### src/rtl/multirate_fifo.sv
// K-word-in / J-word-out circular FIFO with valid/ready on both sides.
// Pointers wrap per element modulo SIZE, which need not be a power of two.
module multirate_fifo #(
    parameter int SIZE  = 16,
    parameter int WIDTH = 8,
    parameter int K     = 4,
    parameter int J     = 4,
    parameter int BIT   = $clog2(SIZE),
    parameter int CW    = $clog2(SIZE + 1)
) (
    input  logic                 clk,
    input  logic                 rst,
    input  logic                 flush,
    input  logic                 in_valid,
    output logic                 in_ready,
    input  logic [WIDTH*K-1:0]   par_in,
    output logic                 out_valid,
    input  logic                 out_ready,
    output logic [WIDTH*J-1:0]   par_out,
    output logic                 full,
    output logic                 empty,
    output logic [CW-1:0]        count
);

    localparam logic [BIT:0] SIZE_W   = (BIT+1)'(SIZE);
    localparam logic [BIT:0] K_PTR    = (BIT+1)'(K);
    localparam logic [BIT:0] J_PTR    = (BIT+1)'(J);
    localparam logic [CW:0]  K_CNT    = (CW+1)'(K);
    localparam logic [CW:0]  J_CNT    = (CW+1)'(J);
    localparam logic [CW:0]  FULL_LIM = (CW+1)'(SIZE - K);

    logic [WIDTH-1:0] mem [SIZE];
    logic [BIT-1:0]   wr_ptr;
    logic [BIT-1:0]   rd_ptr;
    logic [BIT-1:0]   wr_addr [K];
    logic [BIT-1:0]   rd_addr [J];
    logic [CW-1:0]    count_nxt;
    logic             wr_en;
    logic             rd_en;

    // Sum is one bit wider than the pointer so a single conditional
    // subtract handles any SIZE, including non-powers of two.
    function automatic logic [BIT-1:0] mod_add(input logic [BIT-1:0] base,
                                               input logic [BIT:0]   inc);
        logic [BIT:0] sum;
        sum = {1'b0, base} + inc;
        if (sum >= SIZE_W)
            sum = sum - SIZE_W;
        return sum[BIT-1:0];
    endfunction

    // Flags depend only on the registered count, so no input reaches an output.
    assign full      = {1'b0, count} > FULL_LIM;
    assign empty     = {1'b0, count} < J_CNT;
    assign in_ready  = !full;
    assign out_valid = !empty;

    assign wr_en = in_valid && in_ready && !flush;
    assign rd_en = out_valid && out_ready && !flush;

    // NOTE: every always_comb output gets a value on every path (defaults or
    // full loop coverage), otherwise synthesis infers a latch.
    always_comb begin
        for (int i = 0; i < K; i++)
            wr_addr[i] = mod_add(wr_ptr, (BIT+1)'(i));
        for (int j = 0; j < J; j++)
            rd_addr[j] = mod_add(rd_ptr, (BIT+1)'(j));
    end

    always_comb begin
        count_nxt = CW'({1'b0, count} + (wr_en ? K_CNT : '0) - (rd_en ? J_CNT : '0));
    end

    // NOTE: sequential state uses non-blocking assignments so every register
    // samples pre-edge values regardless of block ordering.
    always_ff @(posedge clk or negedge rst) begin
        if (!rst) begin
            wr_ptr <= '0;
            rd_ptr <= '0;
            count  <= '0;
        end else if (flush) begin
            wr_ptr <= '0;
            rd_ptr <= '0;
            count  <= '0;
        end else begin
            if (wr_en)
                wr_ptr <= mod_add(wr_ptr, K_PTR);
            if (rd_en)
                rd_ptr <= mod_add(rd_ptr, J_PTR);
            count <= count_nxt;
        end
    end

    // NOTE: storage is deliberately left out of reset; its contents are
    // only observable through par_out, which is masked while out_valid = 0.
    always_ff @(posedge clk) begin
        if (wr_en) begin
            for (int i = 0; i < K; i++)
                mem[wr_addr[i]] <= par_in[WIDTH*i +: WIDTH];
        end
    end

    always_comb begin
        par_out = '0;
        if (out_valid) begin
            for (int j = 0; j < J; j++)
                par_out[WIDTH*j +: WIDTH] = mem[rd_addr[j]];
        end
    end

endmodule

### config.mk
export PLATFORM = sky130hd
export DESIGN_NAME = multirate_fifo
export DESIGN_NICKNAME = d
export VERILOG_FILES = /design/src/rtl/multirate_fifo.sv
export SDC_FILE = /design/constraint.sdc
export NUM_CORES = 1
export LEC_CHECK = 0
export ABC_CLOCK_PERIOD_IN_PS = 7700
export CAP_MARGIN = 20
export CORE_UTILIZATION = 61
export DETAILED_ROUTE_END_ITERATION = 16
export PLACE_DENSITY = 0.91
export RECOVER_POWER = 100
export SLEW_MARGIN = 20
export SYNTH_ARGS = -nofsm -noshare
export SYNTH_HDL_FRONTEND = slang
export SYNTH_SLANG_ARGS = --single-unit
### constraint.sdc
create_clock -name clk -period 7.7 [get_ports clk]
set_input_delay 1.54 -clock clk [delete_from_list [all_inputs] [get_ports clk]]
set_output_delay 1.54 -clock clk [all_outputs]
set_load 0.01 [all_outputs]
**Word-level counts from Yosys, hierarchy flattened**

Memories as Yosys holds them, arrays and structs flattened.
Index checks and enable logic that the tools add are counted.

- Add/subtract/negate cells: 20
- Magnitude comparators: 12
- Mux-type cells: 20
- Reductions and logical operators: 9

Operator list:

| operator | count |
|---|---|
| $mux W4 | 14 |
| $ge A5 B5 Y1 const B | 8 |
| $sub A4 B1 Y4 const B | 10 |
| $mux W32 | 1 |
| $add A4 B2 Y5 const B | 4 |
| $add A4 B1 Y5 const B | 2 |
| $add A4 B3 Y5 const B | 2 |
| $ge A4 B5 Y1 const B | 2 |
| $mux W3 | 2 |
| $add A5 B3 Y5 | 1 |
| $gt A5 B4 Y1 const B | 1 |
| $lt A5 B3 Y1 const B | 1 |
| $mux W5 | 1 |
| $sub A5 B3 Y5 | 1 |
| $logic_and A1 B1 Y1 | 4 |
| $reduce_bool A2 Y1 | 2 |
| $logic_not A1 Y1 | 3 |
| $mux W1 | 2 |

- Register bits after elaboration: 13
- Memory bits (writable): 128
- Bits of input ports: 37
- Output and inout bits: 41
- Word-level logic and storage cells: 65
- Memories kept: 1

Memories:

| memory | words | bits a word | rd ports | clocked after Yosys merged registers in | write ports | RTL line | text |
|---|---|---|---|---|---|---|---|
| mem | 16 | 8 | 4 | 0 | 4 | 32 | `logic [WIDTH-1:0] mem [SIZE];` |

**Depth between registers and ports, before layout**

Gate-level depths: netlist of the first run.

- Depth after elaboration: 8
- Depth in mapped cells: 10
- Gate-level depth less buffers: 9

**Least setup slack after synthesis of the first run**

OpenSTA, ideal clock, no wires.

- Path kind: reg2out
- From: register count[3]
- To: output port par_out[12]
- Arrival: 1.584 ns
- Path slack: 4.576 ns
- Cell stages (with the launch flop): 7
- Path through: dfrtp_1 > inv_1 > ha_1 > a21boi_1 > clkbuf_1 > clkbuf_1 > nor2b_1

- Cells in the longest elaborated chain, start to end: 2

Ends and longest elaborated chain:

| item | RTL line | text |
|---|---|---|
| from (decl) | 22 | `output logic [CW-1:0] count` |
| from (signal assigned) | 90 | `count <= count_nxt;` |
| $lt A5 B3 Y1 | 54 | `assign empty = {1'b0, count} < J_CNT;` |
| $mux W32 | 105 | `if (out_valid) begin` |
| to (decl) | 19 | `output logic [WIDTH*J-1:0] par_out,` |

No other way between the ends.

**Worst setup path after layout of the first run**

- From: register count[4]
- To: output port par_out[30]

Same word-level chain as after synthesis.

==> impl_metrics.ini, run 1 <==
[outcome]
outcome = finished, violations left
failed_checks = capacitance limit, slew limit

[clock_tree]
clk_latency_ps = 410
cts_buffers = 17
path_clk_slew_ps = 60
cts-root-buf = clkbuf_16
cts_tree = yes
clock_path_buffers = 2
cts_setup_buffers = 0
cts-resized-gates = 0
ctsHtreeMaxLevel = 4
hold_buffers = 0
clkSinkCount = 135

[critical_path]
cp_top_family = buffers and inverters
critical_path_class = reg -> out
cp.required_ps = 6160
crit_fanout = 26
end_kind = output pin
startpoint_type = flop
cp_cell_sequence = inv_1 -> ha_1 -> a21boi_0 -> clkbuf_1 -> nor2b_1 -> dlygate4sd3_1
critical_path_buf_inv_count = 3
crit_slowest_cell = a21boi_0
arrival_ps = 4170
cpPeakStageDelay_ps = 1290

[global_routing]
overflow = 0
grt_util_all_layers_pct = 23.84
grt_max_degree = 48
grt_pass1_wl_um = 20270
antenna_found_initial = 0
grt_pass1_vias = 3726

[sta]
fmax_mhz = 175.2
finalHoldViolCount = 0
relSlewSlack_pct = -87.57
rsz0062_at_grt = no
finalClockSkew_ps = 10.45
setup_viol = 0
period_share_pct = 74.12
setup_tns_ps = 0
worst_slew_pin_slew_ps = 2814
final_max_slew_viol_count = 207
fin_crit_ps = 5707

[placement]
place_area_sq_mm = 0.007709
gp_congestion = 0.8046
dpl.hpwl_um = 7670
portBuffers = 75

[cells_and_area]
area_growth_pct = 13.89
mostFrequentLayoutCells = edfxtp_1, mux2_1, dlygate4sd3_1
fillers = 754
drive_above_1_share_pct = 14.99
final_common_cell = edfxtp_1
n_antenna_cell = 0
fin_area_sq_mm = 0.007971
nets = 501

[power_and_ir_drop]
p_clk_share_pct = 34.7
static-leakage-power_nw = 2.738
peakVddDrop_mv = 0.1932
power_mw = 2.327
p_sw_share_pct = 27.21
p_switching_mw = 0.6332
seqPwrFrac_pct = 38.3
power.density_mw_per_mm2 = 292.0
p_comb_share_pct = 27.0
p_int_mw = 1.694

[floorplanning]
floorplan.initialDensity_pct = 63.45
row_count = 38
coreArea_sq_mm = 0.01103
io_pins = 78
die_x_um = 109.1
fp.dieArea_sq_mm = 0.01191
die_y_um = 109.1

[logic_synthesis]
synth-async-reset-ratio_pct = 5.185
seq_area_frac_synth_pct = 57.42
synth_ff_type = edfxtp_1
ys_seq_elements = 135
ys_types = 34
synth.area.top_cells = edfxtp_1, mux2_4, mux4_2, nor2b_1, mux2_1
synth_edf_count = 128
synth_warnings = 0
syn_area_sq_mm = 0.006999
syn_avg_cell_area_sq_um = 17.81
synth_top_area_share_pct = 54.92
yosys.area.top_type = edfxtp_1
syn_inst = 393

[detailed_routing]
viasPerCell = 6.002
wl_per_cell_um = 21.51
finalWirelength_um = 13060
drtAntennaViolNets = 0
drt_first_pass_iters = 4
drt-initial-drc-count = 177
vias = 3643
remaining_drc_errors = 0

[job]
cap_violations = 5

[min_path]
hold_path.class = reg -> reg
power groups by stage:
stage,clock (mW),combinational (mW),sequential (mW)
after floorplan,0,0.438,0.890
after global placement,0,0.692,0.900
after detailed placement,0,0.707,0.904
after CTS,0.816,0.715,0.891
after global routing,0.846,0.687,0.897
final,0.807,0.629,0.891
sequential cells by signal, indices dropped and copies added, names as in the netlist:
register and flops:
rd_ptr 2, mem 128, wr_ptr 2, count 3
per-stage QoR:
stage | hold slack (ps) | cells | setup slack [ps] | util (%)
final | 612.9 | 607 | 1993 | 72.27
after detailed placement | 595.4 | 575 | 3741 | 69.88
after floorplan | 557.0 | 394 | 4576 | -
after CTS | 605.2 | 606 | 3312 | 75.19
after global placement | 583.4 | 575 | 3806 | 69.88
after global routing | 653.0 | 607 | 1631 | 72.27
final timing paths:
kind | slack [ps] | from | cells after the start | to
setup reg to reg | 3270 | count[4] | 9 | count[4]
min in group asynchronous | 1480 | rst | 1 | wr_ptr[3]
setup / recovery | 1990 | count[4] | 6 | par_out[30]
max in group asynchronous | 5930 | rst | 1 | rd_ptr[2]
hold reg to reg | 610 | wr_ptr[3] | 2 | wr_ptr[3]
hold / removal | 610 | wr_ptr[3] | 2 | wr_ptr[3]
cells by family after synthesis:
family                     count (synthesis)  synth area share, %
adders and majority gates                  9                1.823
xor gates and xnor gates                   1               0.1252
buffers and inverters                     56                4.845
and+or+nand+nor                           54                5.238
AOI/OAI and AO/OA                          9               0.6794
DFF                                      135                57.42
muxes                                    128                29.82
other                                      1              0.05358
layout make-up:
class                      count  area [sq um]  share of cell area (%)
multi-input combinational    203          2345                   29.41
timing repair buffer          81         780.7                   9.794
inverter                      17         65.06                  0.8162
tap                          140         175.2                   2.197
clock buffer                  17         425.4                   5.337
sequential                   135          4020                   50.43
clock inverter                14         160.2                   2.009
worst register-to-register path: stages (launching register included):
cell	delay [ps]
dfrtp_1	440
inv_1	120
ha_1	190
a21boi_0	1290
clkbuf_1	930
nor3_1	150
fa_1	540
fa_1	390
xnor2_1	190
nor2_1	60
per-layer routing:
metal / vias up / global-route usage (%) / part of all wire, %
met5: - / 0 / 0
met3: 22 / 5.678 / 5.3
met4: 0 / 8.880 / 1.9
met2: 128 / 40.34 / 52
met1: 1872 / 29.87 / 41
li1: 1621 / - / -
synthesized netlist by cell type (4+ instances only):
| library cell | n |
|---|---|
| dfrtp_1 | 7 |
| edfxtp_1 | 128 |
| mux2_1 | 17 |
| inv_1 | 13 |
| clkbuf_1 | 20 |
| o21ai_0 | 4 |
| a21oi_1 | 4 |
| buf_2 | 4 |
| buf_6 | 10 |
| nor2b_1 | 33 |
| mux4_2 | 32 |
| mux2_4 | 76 |
| ha_1 | 7 |
(Power assumes the default switching activity.)
==> run 2, diff against run 1 <==
ABC_CLOCK_PERIOD_IN_PS = 5000   (was 7700)
CORE_UTILIZATION = 51   (was 61)
PLACE_DENSITY = 0.82   (was 0.91)
clock period = 5 ns   (was 7.7 ns; I/O delays follow)
==> impl_metrics.ini, run 2 (synthesis gave the netlist of run 1 again) <==
[power_and_ir_drop]
p_int_mw = 2.692
p_clk_share_pct = 35.6
peakVddDrop_mv = 0.2026
seqPwrFrac_pct = 37.4
p_comb_share_pct = 27.0
static-leakage-power_nw = 2.760
power.density_mw_per_mm2 = 455.1
p_sw_share_pct = 26.81
power_mw = 3.677
p_switching_mw = 0.9857

[cells_and_area]
fillers = 1013
n_antenna_cell = 0
multiInputGateArea_sq_mm = 0.002356
mostFrequentLayoutCells = edfxtp_1, mux2_1, clkdlybuf4s50_1
utilization_pct = 60.78
nets = 503
largest_reg_flops = 128
drive_above_1_share_pct = 15.53
area_growth_pct = 15.45
instances_no_fill = 646
fin_area_sq_mm = 0.008080
seq_area_sq_mm = 0.004019
final_common_cell = edfxtp_1

[placement]
placed_cells = 613
gp_congestion = 0.7207
dpl.hpwl_um = 7808
place_area_sq_mm = 0.007769
portBuffers = 75

[detailed_routing]
drt-initial-drc-count = 145
viasPerCell = 5.435
drtAntennaViolNets = 0
wl_per_cell_um = 19.34
drt_first_pass_iters = 4
vias = 3511
finalWirelength_um = 12500
remaining_drc_errors = 0

[clock_tree]
cts-root-buf = clkbuf_16
cts_tree = yes
cts_buffers = 17
ctsHtreeMaxLevel = 4
clkSinkCount = 135
cts_setup_buffers = 0
clk_latency_ps = 420
clock_path_buffers = 2
cts-resized-gates = 0
hold_buffers = 0
path_clk_slew_ps = 60

[min_path]
hold_end = wr_ptr[3]
hold_path.class = reg -> reg
hp-start = wr_ptr[3]
whs_path_depth = 2

[critical_path]
startpoint_type = flop
r2r_start = count[4]
rr_worst_depth = 9
r2r_end = count[4]
rrSetupSlack_ps = 1410
critical_path_class = reg -> out
arrival_ps = 3280
cp.required_ps = 4000
end_kind = output pin
crit_fanout = 21

[floorplanning]
row_count = 42
die_y_um = 119.2
io_pins = 78
floorplan.initialDensity_pct = 52.64
fp.dieArea_sq_mm = 0.01420
die_x_um = 119.2
coreArea_sq_mm = 0.01330

[sta]
worst_slew_pin_slew_ps = 1925
finalHoldViolCount = 0
rsz0062_at_grt = no
setup_viol = 0
final_max_slew_viol_count = 48
period_share_pct = 85.55
finalClockSkew_ps = 7.466
fmax_mhz = 233.8
relSlewSlack_pct = -28.48
fin_crit_ps = 4278
setup_tns_ps = 0

[global_routing]
grt_util_all_layers_pct = 18.99
overflow = 0
grt_pass1_wl_um = 19800
grt_max_degree = 48
grt_pass1_vias = 3667
antenna_found_initial = 0

[outcome]
outcome = finished, violations left
failed_checks = capacitance limit, slew limit

[job]
cap_violations = 1
-- run 2: stage by stage --
stage          hold WS, ps  worst slack (ps)
2_1_floorplan        557.0              2343
3_3_place_gp         584.1              1449
3_5_place_dp         602.8              1396
4_1_cts              612.8              1031
5_1_grt              659.0             496.5
6_report             610.6             722.3
-- run 2: power groups by stage --
stage	logic (mW)	clock network (mW)	registers [mW]
2_1_floorplan	0.675	0	1.37
3_3_place_gp	1.07	0	1.39
3_5_place_dp	1.09	0	1.40
4_1_cts	1.09	1.32	1.38
5_1_grt	1.08	1.37	1.39
6_report	0.992	1.31	1.38
-- run 2: cell type report --
cell class / count / area share [%]
sequential: 135 / 49.74
multi-input combinational: 203 / 29.16
timing repair buffer: 83 / 9.802
clock buffer: 17 / 5.265
tap: 176 / 2.725
clock inverter: 15 / 2.524
inverter: 17 / 0.7897
-- run 2: worst max path at each step --
stage / start / end
6_report: rd_ptr[2] / par_out[17]
3_5_place_dp: flush / mem[7][0]
5_1_grt: count[4] / par_out[15]
3_3_place_gp: flush / mem[5][6]
2_1_floorplan: count[3] / count[4]
4_1_cts: rd_ptr[2] / par_out[28]
-- run 2: routing by layer --
metal / part of all wire, % / track usage [%]
met1: 43 / 23.51
met2: 51 / 31.69
met3: 3.5 / 4.262
met4: 1.9 / 8.861
met5: 0 / 0
-- run 2: worst max-delay path, stage by stage (launching register included) --
cell and delay, ps:
dfrtp_1 980, buf_4 520, mux4_2 550, nor2b_1 160, dlygate4sd3_1 630
